--- config.mk ---
export PLATFORM = sky130hd
export DESIGN_NAME = lmi_dcache_seq
export DESIGN_NICKNAME = d
export VERILOG_FILES = /design/src/rtl/lmi_dcache_seq.sv
export SDC_FILE = /design/constraint.sdc
export NUM_CORES = 1
export LEC_CHECK = 0
export CORE_MARGIN = 5
export CORE_UTILIZATION = 42
export DETAILED_ROUTE_END_ITERATION = 12
export GPL_ROUTABILITY_DRIVEN = 0
export HOLD_SLACK_MARGIN = 0.03
export PLACE_DENSITY_LB_ADDON = 0.3
export SLEW_MARGIN = 20
export SYNTH_ARGS = -nofsm -noshare
export SYNTH_HDL_FRONTEND = slang
export SYNTH_SLANG_ARGS = --single-unit
export TNS_END_PERCENT = 10
--- constraint.sdc ---
create_clock -name clk -period 1.77 [get_ports clk]
set_clock_uncertainty 0.15 [all_clocks]
set_input_delay 0.177 -clock clk [delete_from_list [all_inputs] [get_ports clk]]
set_output_delay 0.177 -clock clk [all_outputs]
set_load 0.01 [all_outputs]
--- src/rtl/lmi_dcache_seq.sv ---
// Data-cache sequencer for the LMI data cache: lookup, invalidate sweep,
// dirty eviction, critical-word-first fill and uncached read control.
module lmi_dcache_seq #(
    parameter int LINE_WORDS = 4,
    parameter int SETS       = 64,
    parameter int WB_EN      = 0,
    localparam int CTR_W     = $clog2(LINE_WORDS),
    localparam int IDX_W     = $clog2(SETS)
) (
    input  logic             clk,
    input  logic             reset,
    input  logic             rd_op,
    input  logic             wr_op,
    input  logic             hit,
    input  logic             victim_dirty,
    input  logic             uncached,
    input  logic             cache_off,
    input  logic             other_busy,
    input  logic             excp,
    input  logic             inval_req,
    input  logic [CTR_W-1:0] crit_word,
    input  logic             bus_gnt,
    input  logic             ds_val,
    input  logic             wr_ack,
    output logic [8:0]       state,
    output logic             busy,
    output logic             bus_req,
    output logic             bus_wr,
    output logic [CTR_W-1:0] beat_idx,
    output logic             fill_we,
    output logic             crit_val,
    output logic             evict_re,
    output logic             inv_we,
    output logic [IDX_W-1:0] inv_idx,
    output logic             done
);

    typedef enum logic [8:0] {
        S_LOOKUP    = 9'b000000001,
        S_INVAL     = 9'b000000010,
        S_EVICT_REQ = 9'b000000100,
        S_EVICT     = 9'b000001000,
        S_MISS_REQ  = 9'b000010000,
        S_FILL      = 9'b000100000,
        S_REPLAY    = 9'b001000000,
        S_UCREQ     = 9'b010000000,
        S_UCWAIT    = 9'b100000000
    } state_t;

    localparam logic WB_ON = (WB_EN != 0);
    localparam logic [CTR_W-1:0] LAST_BEAT = CTR_W'(LINE_WORDS - 1);
    localparam logic [IDX_W-1:0] LAST_SET  = IDX_W'(SETS - 1);

    state_t           state_r;
    logic [CTR_W-1:0] beat_idx_r;
    logic [CTR_W-1:0] beat_cnt_r;
    logic [IDX_W-1:0] inv_idx_r;

    logic uc_s;
    logic any_op_s;
    logic alloc_s;

    assign uc_s     = uncached | cache_off;
    assign any_op_s = rd_op | wr_op;
    // Write misses only allocate a line when running write-back.
    assign alloc_s  = rd_op | (wr_op & WB_ON);

    // Sequencer state, beat/fill counters and invalidate sweep index.
    always_ff @(posedge clk or posedge reset) begin
        if (reset) begin
            state_r    <= S_INVAL;
            beat_idx_r <= {CTR_W{1'b0}};
            beat_cnt_r <= {CTR_W{1'b0}};
            inv_idx_r  <= {IDX_W{1'b0}};
        end else begin
            case (state_r)
                S_INVAL: begin
                    if (inv_idx_r == LAST_SET) begin
                        inv_idx_r <= {IDX_W{1'b0}};
                        state_r   <= S_LOOKUP;
                    end else begin
                        inv_idx_r <= inv_idx_r + IDX_W'(1);
                    end
                end
                S_LOOKUP: begin
                    if (excp | other_busy) begin
                        state_r <= S_LOOKUP;
                    end else if (rd_op & uc_s) begin
                        state_r <= S_UCREQ;
                    end else if (wr_op & uc_s) begin
                        state_r <= S_LOOKUP;
                    end else if (any_op_s & hit) begin
                        state_r <= S_LOOKUP;
                    end else if (alloc_s) begin
                        state_r <= (WB_ON & victim_dirty) ? S_EVICT_REQ : S_MISS_REQ;
                    end else if (!any_op_s && inval_req) begin
                        state_r   <= S_INVAL;
                        inv_idx_r <= {IDX_W{1'b0}};
                    end else begin
                        state_r <= S_LOOKUP;
                    end
                end
                S_EVICT_REQ: begin
                    if (bus_gnt) begin
                        state_r    <= S_EVICT;
                        beat_idx_r <= {CTR_W{1'b0}};
                    end else begin
                        state_r <= S_EVICT_REQ;
                    end
                end
                S_EVICT: begin
                    if (wr_ack) begin
                        beat_idx_r <= beat_idx_r + CTR_W'(1);
                        state_r    <= (beat_idx_r == LAST_BEAT) ? S_MISS_REQ : S_EVICT;
                    end else begin
                        state_r <= S_EVICT;
                    end
                end
                S_MISS_REQ: begin
                    if (bus_gnt) begin
                        state_r    <= S_FILL;
                        beat_idx_r <= crit_word;
                        beat_cnt_r <= {CTR_W{1'b0}};
                    end else begin
                        state_r <= S_MISS_REQ;
                    end
                end
                S_FILL: begin
                    // Power-of-two line: natural overflow gives the wrapping burst order.
                    if (ds_val) begin
                        beat_idx_r <= beat_idx_r + CTR_W'(1);
                        beat_cnt_r <= beat_cnt_r + CTR_W'(1);
                        state_r    <= (beat_cnt_r == LAST_BEAT) ? S_REPLAY : S_FILL;
                    end else begin
                        state_r <= S_FILL;
                    end
                end
                S_REPLAY: begin
                    state_r <= S_LOOKUP;
                end
                S_UCREQ: begin
                    state_r <= bus_gnt ? S_UCWAIT : S_UCREQ;
                end
                S_UCWAIT: begin
                    state_r <= ds_val ? S_LOOKUP : S_UCWAIT;
                end
                default: begin
                    state_r    <= S_INVAL;
                    beat_idx_r <= {CTR_W{1'b0}};
                    beat_cnt_r <= {CTR_W{1'b0}};
                    inv_idx_r  <= {IDX_W{1'b0}};
                end
            endcase
        end
    end

    assign state    = state_r;
    assign busy     = (state_r != S_LOOKUP);
    assign bus_req  = (state_r == S_EVICT_REQ) | (state_r == S_MISS_REQ) | (state_r == S_UCREQ);
    assign bus_wr   = (state_r == S_EVICT_REQ);
    assign beat_idx = beat_idx_r;
    assign evict_re = (state_r == S_EVICT);
    assign fill_we  = (state_r == S_FILL) & ds_val;
    assign crit_val = (state_r == S_FILL) & ds_val & (beat_cnt_r == {CTR_W{1'b0}});
    assign inv_we   = (state_r == S_INVAL);
    assign inv_idx  = inv_idx_r;
    assign done     = (state_r == S_REPLAY) | ((state_r == S_UCWAIT) & ds_val);

endmodule

**After elaboration in Yosys (flattened, before gate mapping)**

Index checks and enable logic that the tools add are counted.

- Add/sub/neg operators: 3
- Equality and inequality tests: 24
- Muxes and demuxes: 31
- Bitwise operators: 15
- Reduce and logical (&&, ||, !) cells: 9

Operators with widths:

| cell | count |
|---|---|
| one-hot mux 9 bit (9 select lines) | 1 |
| two-way mux 6 bit | 8 |
| two-way mux 9 bit | 3 |
| two-way mux 5 bit | 5 |
| inequality test 2 bit (second input constant) | 10 |
| one-hot mux 6 bit (3 select lines) | 1 |
| two-way mux 8 bit | 2 |
| two-way mux 7 bit | 2 |
| OR reduction 7 bit | 2 |
| two-way mux 2 bit | 6 |
| one-hot mux 2 bit (5 select lines) | 1 |
| equality test 9 x 1 -> 1 bit (second input constant) | 1 |
| equality test 9 x 2 -> 1 bit (second input constant) | 1 |
| equality test 9 x 3 -> 1 bit (second input constant) | 1 |
| equality test 9 x 4 -> 1 bit (second input constant) | 1 |
| equality test 9 x 5 -> 1 bit (second input constant) | 1 |
| equality test 9 x 6 -> 1 bit (second input constant) | 1 |
| equality test 9 x 7 -> 1 bit (second input constant) | 1 |
| equality test 9 x 8 -> 1 bit (second input constant) | 1 |
| equality test 9 bit (second input constant) | 1 |
| inequality test 9 x 1 -> 1 bit (second input constant) | 1 |
| AND reduction 7 bit | 1 |
| adder 6 x 1 -> 6 bit (second input constant) | 1 |
| bitwise AND 1 bit | 6 |
| 14 further kinds | 23 |

- Bits in registers: 19
- Input bits: 16
- Output and inout port bits: 25
- Logic and storage cells: 86

**Longest topological paths before layout**

Gate-level depths: netlist (run 1).

- Depth after elaboration: 10
- Gate-level depth with buffers: 7
- Mapped depth without buffers: 6

**Worst setup path before layout (run 1)**

OpenSTA, ideal clock, no wires.

- Path kind: register to output
- Start point: register state_r[8], in the netlist state[8]
- End point: output port crit_val
- Arrival time: 1674 ps
- Data required time: 1443 ps
- Path slack: -231 ps
- Cell stages (with the launch flop): 7
- Path buffers: 1
- Path through: dfrtp_1 buf_2 xor2_1 a211oi_1 o221ai_2 nor2_1 and2_1

- Word-level cells in the longest chain between the ends: 3

RTL lines:

| item | RTL line | source |
|---|---|---|
| start, declared | 54 | `state_t state_r;` |
| start signal, assigned | 95 | `state_r <= (WB_ON & victim_dirty) ? S_EVICT_REQ : S_MISS_REQ;` |
| start signal, assigned | 114 | `state_r <= (beat_idx_r == LAST_BEAT) ? S_MISS_REQ : S_EVICT;` |
| start signal, assigned | 133 | `state_r <= (beat_cnt_r == LAST_BEAT) ? S_REPLAY : S_FILL;` |
| equality test 9 x 6 -> 1 bit | -- |  |
| bitwise AND 1 bit | -- |  |
| named net fill_we | 30 | `output logic fill_we,` |
| bitwise AND 1 bit | 164 | `assign crit_val = (state_r == S_FILL) & ds_val & (beat_cnt_r == {CTR_W{1'b0}});` |
| end, declared | 31 | `output logic crit_val,` |

The timed path passes the listed nets, and every way through them passes these cells.

**Worst setup path after layout (run 1)**

- Start point: register state_r[7], in the netlist state[7]
- End point: output port crit_val

- Word-level cells in the longest chain between the ends: 3

RTL lines:

| item | RTL line |
|---|---|
| equality test 9 x 6 -> 1 bit | 164 |
| bitwise AND 1 bit (2 in a row) | 164 |

Every way passes these cells.

==> impl_metrics.json, run 1 <==
{
  "run_status": "finished with violations",
  "violations": "setup timing",
  "synth_top_area_cell": "dfrtp_1",
  "cp.required_ns": 1.44,
  "finalHoldViolCount": 0,
  "fin_tns_setup_ns": -6.21,
  "period_minus_slack_ns": 2.24,
  "fin_ws_ns": -0.466,
  "yosysTopAreaCellShare": 0.327,
  "cp.buffers_inverters": 2,
  "synth-simple-area-share": 0.309,
  "cts_max_path_buffers": 2,
  "synth_top_family_by_area": "simple AND/OR/NAND/NOR gates",
  "htreeDepth": 1,
  "synth_edf_count": 0,
  "synthAdderAreaFrac": 0.0364,
  "yosys-top-cells-area": "dfrtp_1 33%, nor2_1 4.9%, nand2_1 3.8%",
  "ys_top_cells_by_count": "18 x dfrtp_1, 18 x nor2_1, 14 x nand2_1",
  "slew_violations": 0,
  "cts_tree": "yes",
  "synth_compound_area_frac": 0.188,
  "port_buffers": 39,
  "use_met3": 0.0383,
  "syn_avg_cell_area_um2": 8.77,
  "worst_pin_slew_ns": 0.409,
  "synth_cell_types": 49,
  "hold_class": "input port to flop",
  "crit_start": "state[7]",
  "design_area_mm2": 0.00237,
  "syn_nets": 177,
  "maxSlewHeadroom": 0.726,
  "cts_root_buf": "clkbuf_4",
  "ys_seq_area_frac": 0.346,
  "reg2reg_from": "state[1]",
  "vias_per_cell": 5.66,
  "io_pins": 41,
  "fin_crit_sh": 1.26,
  "dpl_cell_area_mm2": 0.00209,
  "syn-cell-area_mm2": 0.00138,
  "die_area_mm2": 0.00452,
  "path_max_fanout": 3,
  "p_per_area_mw_per_mm2": 810,
  "drt_iter0_drc": 189,
  "crit_slowest_cell": "dfrtp_2",
  "use_met2": 0.425,
  "fmax_mhz": 447,
  "wl_per_cell_um": 17.0,
  "crit_path_end": "crit_val",
  "antenna_left": 0,
  "synth_seq_cells": 19,
  "critPathCaptureType": "primary output",
  "layout-drive-gt1-share": 0.418,
  "num-nets-final": 265,
  "peakVddDrop_v": 0.000615,
  "r2r_end": "beat_idx[0]",
  "grt_usage": 0.224,
  "crit_type": "flop to primary output",
  "cts_inserted_buffers": 3,
  "vias": 1630,
  "r2r_cells": 6,
  "dp_hpwl_um": 3180,
  "grt_overflow": 0,
  "globalRouteMet1Util": 0.249,
  "cap_violations": 0,
  "p_leak_nw": 1.09,
  "antennaDiodeCount": 0,
  "syn_to_final_growth_pct": 72.4,
  "synthXorXnorAreaFrac": 0.0318,
  "max_stage_delay_ns": 0.45,
  "cp_data_arrival_time_ns": 1.91,
  "cts.clk_slew.worst_paths_ns": 0.13,
  "critPathTopFamily": "compound AO/OA/AOI/OAI gates",
  "drtPass1Iterations": 4,
  "fp.dieH_um": 67.2,
  "hold_ws_ns": 0.289,
  "synth_cells": 157,
  "grt_pass1_wl_um": 7610,
  "cts.sinks": 19,
  "yosysWarnings": 0,
  "crit_cells": 7,
  "cp-start-kind": "flop",
  "path_cells": "buf_12 -> nor3b_1 -> o311ai_2 -> o221ai_2 -> nor2_2 -> and2_4 -> buf_6",
  "grt_pass1_vias": 1644,
  "synth_ff_type": "dfrtp_1",
  "r2r_slack_ns": -0.43,
  "rows": 20,
  "drt_wl_total_um": 4890,
  "core_area_mm2": 0.00310,
  "setup_viol": 23,
  "synth_mux_area_frac": 0.0318,
  "rsz0062_at_grt": "yes",
  "antenna_found_initial": 0,
  "grt_start_max_net_pins": 20,
  "insertion_delay_ns": 0.32,
  "die_x_um": 67.2,
  "drc": 0,
  "top_usage_layer": "met2",
  "start_util": 0.444,
  "synthArstFlopShare": 1.00
}
-- metal layers --
metal / wire length (um) / part of all wire
met1: 1850 / 0.38
met2: 2680 / 0.55
met3: 243 / 0.050
met4: 119 / 0.024
met5: 0 / 0
-- final cells by class --
type	count	area [um^2]
Clock inverter	1	7.51
Sequential cell	19	487
Inverter	8	30.0
Fill cell	230	731
Multi-Input combinational cell	121	933
Timing Repair Buffer	92	837
Clock buffer	3	22.5
Tap cell	44	55.1
-- registers in the layout (all words and copies together) (netlist names) --
register and cells:
state 9, inv_idx 6, beat_cnt_r 2, beat_idx 2
-- repair_timing --
item,in CTS,in global routing
endpoints found under the setup margin,30,28
hold buffers,1,0
resized for setup,58,14
pin swaps,13,4
buffers inserted,12,3
endpoints found under the hold margin,11,0
-- worst min path at each step --
stage | endpoint | from | depth (start not counted) | slack (ns)
final | state[1] | inval_req | 3 | 0.29
after global placement | beat_cnt_r[1] | beat_cnt_r[1] | 2 | 0.34
after floorplan | beat_cnt_r[0] | reset | 1 | -0.02
after detailed placement | beat_cnt_r[1] | reset | 3 | 0.37
after global routing | state[1] | inval_req | 3 | 0.29
after CTS | state[1] | inval_req | 3 | 0.28
-- per-stage QoR --
stage | power (mW) | utilization | std cells | setup WS [ns]
global placement | 1.43 | 0.672 | 268 | -0.645
finish | 1.92 | 0.765 | 288 | -0.466
floorplan | 1.08 | - | 157 | -0.120
detailed placement | 1.47 | 0.672 | 268 | -0.678
global route | 2.04 | 0.765 | 288 | -0.584
CTS | 1.79 | 0.741 | 285 | -0.426
-- kinds of logic after synthesis --
| family | Yosys count |
|---|---|
| AO/OA/AOI/OAI | 36 |
| AND/OR/NAND/NOR | 72 |
| adder cells (fa/ha/maj) | 4 |
| buffers and inverters | 17 |
| flip-flops | 19 |
| XOR/XNOR | 5 |
| multiplexers | 4 |
-- cells in the final DEF, fill, tap and decap left out, types with 3 or more instances in the layout --
cell,netlist,routed
dlygate4sd2_1,0,6
a31oi_1,3,3
dfrtp_1,18,10
buf_2,8,6
buf_12,0,4
o21ai_0,5,3
a211oi_2,0,3
nand3_1,8,8
inv_1,8,8
clkdlybuf4s50_1,0,22
buf_4,1,41
ha_1,4,4
nand2_1,14,14
xor2_1,4,3
nor3_1,4,4
dfrtp_2,0,8
clkbuf_4,0,3
buf_6,0,9
a21oi_1,7,6
nor2_1,18,14
nor2_2,0,3
o21ai_1,2,4
mux2_2,3,3
nor4b_4,0,3
nand2b_1,6,6
-- power breakdown --
group,total [mW],switching [mW],internal (mW)
logic,1.04,0.472,0.564
clock network,0.245,0.158,0.0864
registers,0.640,0.133,0.507
total,1.92,0.763,1.16
-- worst min-delay path, delay by kind of cell --
| family | cells | cell delay, ns |
|---|---|---|
| and+or+nand+nor | 1 | 0.10 |
| buffers and inverters | 1 | 0.41 |
| AOI/OAI and AO/OA | 1 | 0.08 |
No activity file was read; power rests on OpenSTA's default activity.
==> inputs of run 2 (changes only) <==
Settings changed: PLACE_DENSITY_LB_ADDON 0.3 to 0.1.
==> impl_metrics.json, run 2 (synthesized netlist as in run 1, its figures left out) <==
{
  "run_status": "finished with violations",
  "violations": "setup timing",
  "period_minus_slack_ns": 2.15,
  "critPathCaptureType": "primary output",
  "cp-start-kind": "flop",
  "die_area_mm2": 0.00452,
  "mostFrequentLayoutCells": "39 x buf_4, 22 x clkdlybuf4s50_1, 16 x nor2_1",
  "port_buffers": 39,
  "cts_root_buf": "clkbuf_4",
  "grt_usage": 0.205,
  "cts_max_path_buffers": 2,
  "die_x_um": 67.2,
  "drt_wl_total_um": 4190,
  "place_ws_ns": -0.671,
  "antenna_left": 0,
  "fp.dieH_um": 67.2,
  "worst_pin_slew_ns": 0.438,
  "cap_violations": 0,
  "vias_per_cell": 5.35,
  "syn_to_final_growth_pct": 61.5,
  "grt_start_max_net_pins": 20,
  "num-nets-final": 257,
  "pwr-share-clk": 0.131,
  "final_common_cell": "buf_4",
  "p_switching_mw": 0.688,
  "path_max_fanout": 6,
  "p_total_mw": 1.78,
  "cts.sinks": 19,
  "core_area_mm2": 0.00310,
  "p_leak_nw": 0.996,
  "p_per_area_mw_per_mm2": 799,
  "hold_ws_ns": 0.293,
  "rsz0062_at_grt": "yes",
  "hold_depth": 3,
  "seqPwrFrac": 0.348,
  "slew_violations": 0,
  "antenna_found_initial": 0,
  "p_int_mw": 1.09,
  "drt_iter0_drc": 72,
  "start_util": 0.444,
  "htreeDepth": 1,
  "layout-drive-gt1-share": 0.386,
  "cp_data_arrival_time_ns": 1.82,
  "cp.required_ns": 1.44,
  "io_pins": 41,
  "fin_crit_sh": 1.22,
  "peakVddDrop_v": 0.000414,
  "finalHoldViolCount": 0,
  "grt_pass1_vias": 1552,
  "insertion_delay_ns": 0.30,
  "setup_viol": 22,
  "largest_register_ffs": 9,
  "fin_ws_ns": -0.382,
  "fmax_mhz": 465,
  "drtPass1Iterations": 4,
  "cts.clk_slew.worst_paths_ns": 0.11,
  "grt_pass1_wl_um": 7160,
  "cts_inserted_buffers": 3,
  "vias": 1498,
  "dp_hpwl_um": 3190,
  "antennaDiodeCount": 0,
  "fin_util": 0.717,
  "grt_overflow": 0,
  "cts_tree": "yes",
  "maxSlewHeadroom": 0.706,
  "hold_class": "input port to flop",
  "p_comb_frac": 0.521,
  "crit_type": "flop to primary output",
  "r2r_cells": 6,
  "drc": 0,
  "r2r_slack_ns": -0.29,
  "rows": 20,
  "p_sw_frac": 0.387,
  "wl_per_cell_um": 14.9
}
run 2: what timing repair did:
| action | CTS | global route |
|---|---|---|
| hold endpoints to repair | 4 | 0 |
| setup buffers | 6 | 0 |
| endpoints found under the setup margin | 30 | 24 |
| hold buffers | 1 | 0 |
| pin swaps | 14 | 2 |
| resized for setup | 64 | 4 |
run 2: worst paths after layout:
path | start | end
setup reg to reg | state[3] | beat_idx[0]
max in group asynchronous | reset | state[1]
min in group asynchronous | reset | state[4]
setup / recovery | state[1] | crit_val
hold reg to reg | beat_cnt_r[1] | beat_cnt_r[1]
hold / removal | inval_req | state[1]
run 2: area by class of cell:
cell class	count	area (um^2)
sequential	19	487
clock buffer	4	26.3
fill	275	880
timing repair buffer	84	704
tap	44	55.1
inverter	8	30.0
multi-input combinational	121	921
run 2: per-layer routing:
layer / wire length (um) / GRT usage
met2: 2140 / 0.371
met3: 209 / 0.0466
met5: 0 / 0
met1: 1810 / 0.246
met4: 22 / 0.0405
run 2: metrics by stage:
step | TNS, ns | area, um^2 | instances
3_5_place_dp | -7.69 | 2090 | 269
5_1_grt | -7.14 | 2220 | 280
6_report | -4.73 | 2220 | 280
4_1_cts | -4.85 | 2210 | 280
2_1_floorplan | -0.772 | 1420 | 157
3_3_place_gp | -6.95 | 2090 | 269
run 2: power groups by stage:
stage	Combinational, mW	Clock [mW]	Sequential, mW
floorplan	0.468	0	0.610
global placement	0.853	0	0.614
detailed placement	0.873	0	0.621
CTS	0.912	0.241	0.617
global route	1.00	0.266	0.638
finish	0.926	0.232	0.618
run 2: worst max-delay path, cell delays in order (launching register included):
cell and delay [ns]:
dfstp_2 0.62, nor4b_2 0.24, a211oi_2 0.09, o221ai_2 0.24, nor2_2 0.07, and2_4 0.16
buf_6 0.11
==> variant 1 (flow settings as in run 2) <==
Make the reset (`reset`) synchronous in one clocked block.
--- a/src/rtl/lmi_dcache_seq.sv
+++ b/src/rtl/lmi_dcache_seq.sv
@@ -66,7 +66,7 @@
     assign alloc_s  = rd_op | (wr_op & WB_ON);
 
     // Sequencer state, beat/fill counters and invalidate sweep index.
-    always_ff @(posedge clk or posedge reset) begin
+    always_ff @(posedge clk) begin
         if (reset) begin
             state_r    <= S_INVAL;
             beat_idx_r <= {CTR_W{1'b0}};
Check against the original RTL: differs if reset is asserted again (counterexample within 4 cycles, from zero or initial values and one cycle with reset high); with reset held inactive, the same outputs for 10 cycles.
==> variant 1 against run 2 <==
The run still ends with negative setup slack left; routed wire length rose by 21%; setup slack improved by 0.12 ns; sequential cell count did not move; final area rose by 13%; synthesized cell count rose by 16%; first-iteration DRC count rose by 51%; critical path depth rose by 1; area after synthesis rose by 2.7%; largest cell class unchanged; highest routed layer unchanged.
Power is not compared: it rests on default switching activity, and its combinational part moved more than twofold at a synthesized area within 25%.
==> variant 1: results (changes against run 2) <==
Status
  • Failing checks: negative setup slack
  • Outcome: finished, violations left

Route
  • TritonRoute pass-1 iters: 4 (unchanged)
  • Vias: 1,740 (+16%)
  • Initial DRC count: 109 (+51%)
  • Wirelength, routed: 5.06 mm (+21%)
  • Routed wire per std cell: 15.8 µm (+5.8%)

STA
  • Setup violators final: 21 (-4.5%)
  • Setup_tns: -3.42 ns (+1.30 ns)
  • Least-Margin Pin Slew: 0.321 ns (-0.118 ns)
  • Final setup margin: -0.257 ns (+0.125 ns)

Synthesis
  • Yosys cell types: 51 (+4.1%)
  • Synth top area cells: dfxtp_1 (27%), a21oi_1 (5.7%), nor2_1 (4.8%), nand2b_1 (4.4%), nand2_1 (3.7%)
  • Mapped Nets: 202 (+14%)
  • Sequential fraction of the synthesis area: 0.269 (-0.0773)
  • Yosys warns: 0 (unchanged)
  • Fraction of registers with async set/reset: 0 (-1.00)
  • Cells after Synth: 182 (+16%)
  • Synth cell count leaders: dfxtp_1 (19), nor2_1 (18), a21oi_1 (16)

Placement
  • DP HPWL: 3.46 mm (+8.2%)
  • Worst slack at placement: -0.314 ns (+0.357 ns)
  • Number of placed cells counting well taps: 306 (+14%)
  • I/O Buffers: 39 (unchanged)

Worst setup path
  • CP Max Fanout: 5 (-1)
  • Reg2Reg Capture Point: inv_idx[3]
  • CP max stage delay: 0.39 ns (-0.23 ns)
  • CP max-delay cell: dfxtp_4
  • CP arrival: 2.09 ns (+0.27 ns)
  • Register-to-Register Path Depth: 7 (+1)
  • Worst reg2reg startpoint: state[6]

GRT
  • Met3 Use GR: 0.0279 (-0.0187)
  • Tot GR Track Use: 0.215 (+0.0102)
  • Largest net degree at the start of global routing: 12 (-40%)
  • Met1 Track Usage GR: 0.264 (+0.0177)
  • GR Util met2: 0.384 (+0.0133)
  • Global-route wire length before repair: 7.61 mm (+6.3%)

Final layout
  • # fillers: 252 (-8.4%)
  • Layout cells sized above 1: 0.460 (+0.0743)
  • Nets: 295 (+15%)

CTS
  • Htree depth: 1 (unchanged)
  • Reg clk slew, reported paths: 0.12 ns
  • Clock latency on the worst-skew pair: 0.30 ns (about the same)
  • TritonCTS Buffers: 3 (unchanged)

Hold path
  • Hold Path End: beat_cnt_r[1]
  • Worst hold path depth: 2 (-1)
  • Hold Startpoint: beat_cnt_r[1]
  • Worst Hold Class: reg -> reg

Power
  • Psw: 0.311 mW
  • Max rail drop VDD: ~0.4 mV
variant 1: final cells by class:
type                       count  area share
tap                           46      0.0230
clock buffer                   3     0.00899
timing repair buffer         100       0.338
multi-input combinational    145       0.458
inverter                       6     0.00899
sequential                    19       0.161
clock inverter                 1     0.00200
variant 1: cells by family after synthesis:
group | after synthesis | share of synthesized area
multiplexers | 1 | 0.00796
AND/OR/NAND/NOR | 86 | 0.350
AO/OA/AOI/OAI | 48 | 0.230
flip-flops | 19 | 0.269
adder cells (fa/ha/maj) | 4 | 0.0354
buffers and inverters | 18 | 0.0708
XOR/XNOR | 6 | 0.0372
variant 1: worst max path at each step:
stage	cells past startpoint	startpoint	slack, ns	endpoint
final	7	state[6]	-0.26	inv_idx[3]
after floorplan	7	state[7]	-0.10	state[8]
after CTS	6	state[6]	-0.23	evict_re
after detailed placement	7	state[6]	-0.31	beat_cnt_r[1]
after global placement	7	state[6]	-0.27	beat_cnt_r[1]
after global routing	8	state[4]	-0.34	inv_idx[4]
variant 1: per-layer routing:
layer  vias to the layer above  share of wire  routed length (µm)
li1                        839              -                   -
met1                       829           0.41                2050
met2                        60           0.52                2640
met3                        12          0.046                 233
met4                         0          0.027                 137
met5                         -              0                   0
variant 1: power groups by stage:
stage / combinational (mW) / sequential (mW) / clock, mW
CTS: 0.303 / 0.453 / 0.241
floorplan: 0.116 / 0.473 / 0
detailed placement: 0.281 / 0.467 / 0
finish: 0.335 / 0.451 / 0.237
global route: 0.358 / 0.454 / 0.267
global placement: 0.275 / 0.465 / 0
variant 1: through the flow:
step / hold WS (ns) / area [µm²] / total power [mW]
2_1_floorplan: 0.176 / 1420 / 0.589
3_3_place_gp: 0.310 / 2180 / 0.740
3_5_place_dp: 0.320 / 2180 / 0.748
4_1_cts: 0.337 / 2320 / 0.997
5_1_grt: 0.362 / 2510 / 1.08
6_report: 0.340 / 2510 / 1.02
variant 1: critical path: cells and delay by family (launching register included):
family | cells | cell delay, ns
AOI/OAI and AO/OA | 4 | 0.96
buffers and inverters | 1 | 0.15
and+or+nand+nor | 1 | 0.14
xor gates and xnor gates | 1 | 0.14
DFF | 1 | 0.39
variant 1: repair_timing:
item,4_1_cts,5_1_grt
endpoints found under the setup margin,28,27
buffers inserted,5,7
resized for setup,62,42
hold buffers,0,0
pin swaps,11,16
==> variant 2 (config.mk and constraints of run 2) <==
Made on the original files. Change the parameter `WB_EN` from 0 to 1.
--- a/src/rtl/lmi_dcache_seq.sv
+++ b/src/rtl/lmi_dcache_seq.sv
@@ -3,7 +3,7 @@
 module lmi_dcache_seq #(
     parameter int LINE_WORDS = 4,
     parameter int SETS       = 64,
-    parameter int WB_EN      = 0,
+    parameter int WB_EN      = 1,
     localparam int CTR_W     = $clog2(LINE_WORDS),
     localparam int IDX_W     = $clog2(SETS)
 ) (
Check against the original RTL: same outputs for any inputs over 10 cycles, from zero or initial values and one cycle with reset high; that may be too few to reach the edited logic, so the function may still have changed.
==> variant 2 against run 2 <==
The run still ends with negative setup slack left; area after synthesis up 0.82%; register-to-register slack better by 0.10 ns; synthesized cell count up 0.64%; final area up 5.4%; routed wire length up 8.2%; maximum frequency up 5.5%; total power down 0.93%; setup slack better by 0.11 ns; non-clock buffer count up 4; global-route usage up 1.2 points; sequential cell count unchanged; first-iteration DRC count up 72%.
==> variant 2: results (changes against run 2) <==
CTS
  • TritonCTS Buffers: 3 (unchanged)
  • Htree depth: 1 (unchanged)
  • Root buffer cell: clkbuf_4
  • Reg clk slew, reported paths: 0.13 ns (+0.02 ns)
  • CTS Buffer Depth: 2 (unchanged)
  • Clock latency on the worst-skew pair: 0.32 ns (+0.02 ns)

Route
  • Initial DRC count: 124 (+72%)
  • DR vias/cell: 5.38 (+0.60%)
  • TritonRoute pass-1 iters: 7 (+3)
  • Routed wire per std cell: 15.7 µm (+5.2%)

Hold path
  • Worst Hold Class: in -> reg

Synthesis
  • Yosys warns: 0 (unchanged)
  • Synth cell count leaders: dfrtp_1 (18), nor2_1 (15), nand2_1 (14)
  • Syn_area_per_cell: 8.78 µm² (+0.18%)
  • Fraction of registers with async set/reset: 1.00 (unchanged)
  • Mapped Nets: 178 (+0.56%)
  • Yosys cell types: 51 (+4.1%)
  • Sequential fraction of the synthesis area: 0.344 (-0.00281)
  • Synth top area cells: dfrtp_1 (32%), nor2_1 (4.1%), nand2_1 (3.8%), ha_1 (3.6%), nand2b_1 (3.6%)
  • Most frequent cell after synthesis: dfrtp_1

Power
  • Max rail drop VDD: 0.712 mV (+72%)
  • Sw frac: 0.376 (-0.0107)
  • Leakage: 1.16 nW (+16%)

Placement
  • DP HPWL: 3.35 mm (+4.8%)
  • I/O Buffers: 40 (+2.6%)
  • Number of placed cells counting well taps: 271 (+0.74%)
  • Placed cell area: 0.00209 mm² (-0.30%)
  • Worst slack at placement: -0.390 ns (+0.282 ns)

Worst setup path
  • CP top delay family: simple AND/OR/NAND/NOR gates
  • Worst EP required: 1.44 ns (about the same)
  • CP max stage delay: 0.45 ns (-0.17 ns)
  • Reg-to-reg setup timing slack: -0.19 ns (+0.10 ns)
  • CP max-delay cell: dfrtp_2
  • CP Max Fanout: 3 (-3)

Status
  • Outcome: finished, violations left
  • Failing checks: negative setup slack

Final layout
  • Fin cells: 288 (+2.9%)
  • Antenna cells: 0 (unchanged)
  • # fillers: 233 (-15%)
  • Layout cells sized above 1: 0.402 (+0.0160)
  • Max reg flops: 9 (unchanged)

STA
  • Final setup margin: -0.269 ns (+0.113 ns)
  • Setup violators final: 21 (-4.5%)
  • Hold WS: 0.284 ns (-0.00911 ns)
  • Setup_tns: -2.79 ns (+1.94 ns)
  • Least-Margin Pin Slew: 0.375 ns (-0.0633 ns)

GRT
  • Tot GR Track Use: 0.216 (+0.0116)
  • Initial antenna violation count: 0 (unchanged)
  • Largest net degree at the start of global routing: 16 (-20%)
  • Vias in the first global route: 1,645 (+6.0%)
  • Global-route wire length before repair: 7.38 mm (+3.1%)
## variant 2: power by group through the flow
stage | sequential, mW | clock [mW] | combinational, mW
2_1_floorplan | 0.582 | 0 | 0.416
3_3_place_gp | 0.548 | 0 | 0.880
3_5_place_dp | 0.550 | 0 | 0.897
4_1_cts | 0.542 | 0.250 | 0.941
5_1_grt | 0.549 | 0.272 | 1.05
6_report | 0.544 | 0.252 | 0.965
## variant 2: final timing paths
path | cells past startpoint | endpoint | start
max | 5 | bus_req | state[7]
min | 3 | state[2] | victim_dirty
max reg2reg | 6 | beat_idx[0] | state[2]
min reg2reg | 2 | beat_cnt_r[1] | beat_cnt_r[1]
max in group asynchronous | 4 | state[1] | reset
min in group asynchronous | 3 | beat_cnt_r[1] | reset
## variant 2: cells by family after synthesis
| logic type | Yosys count | share of synthesized area |
|---|---|---|
| compound gates | 43 | 0.231 |
| mux | 3 | 0.0261 |
| fa+ha+maj | 4 | 0.0361 |
| flops | 19 | 0.344 |
| xor+xnor | 3 | 0.0189 |
| buf+inv | 15 | 0.0559 |
| simple gates | 71 | 0.289 |
## variant 2: repair_timing
item                                    4_1_cts  5_1_grt
hold endpoints to repair                      5        0
buffers inserted                             11        1
gates cloned                                  0        0
endpoints found under the setup margin       29       26
gates resized for setup                      68       15
hold buffers                                  1        0
pin swaps                                    17        6
## variant 2: layout make-up
cell class	count	area (µm²)	area share
tap	44	55.1	0.0235
timing repair buffer	88	798	0.341
clock buffer	3	22.5	0.00961
multi-input combinational	124	947	0.404
clock inverter	1	7.51	0.00320
sequential	19	479	0.204
inverter	9	33.8	0.0144
## variant 2: routing by layer
layer	track usage	vias to the layer above	wire length [µm]
met4	0.0835	0	138
met3	0.0416	17	242
li1	-	747	-
met5	0	-	0
met2	0.395	56	2290
met1	0.245	730	1860
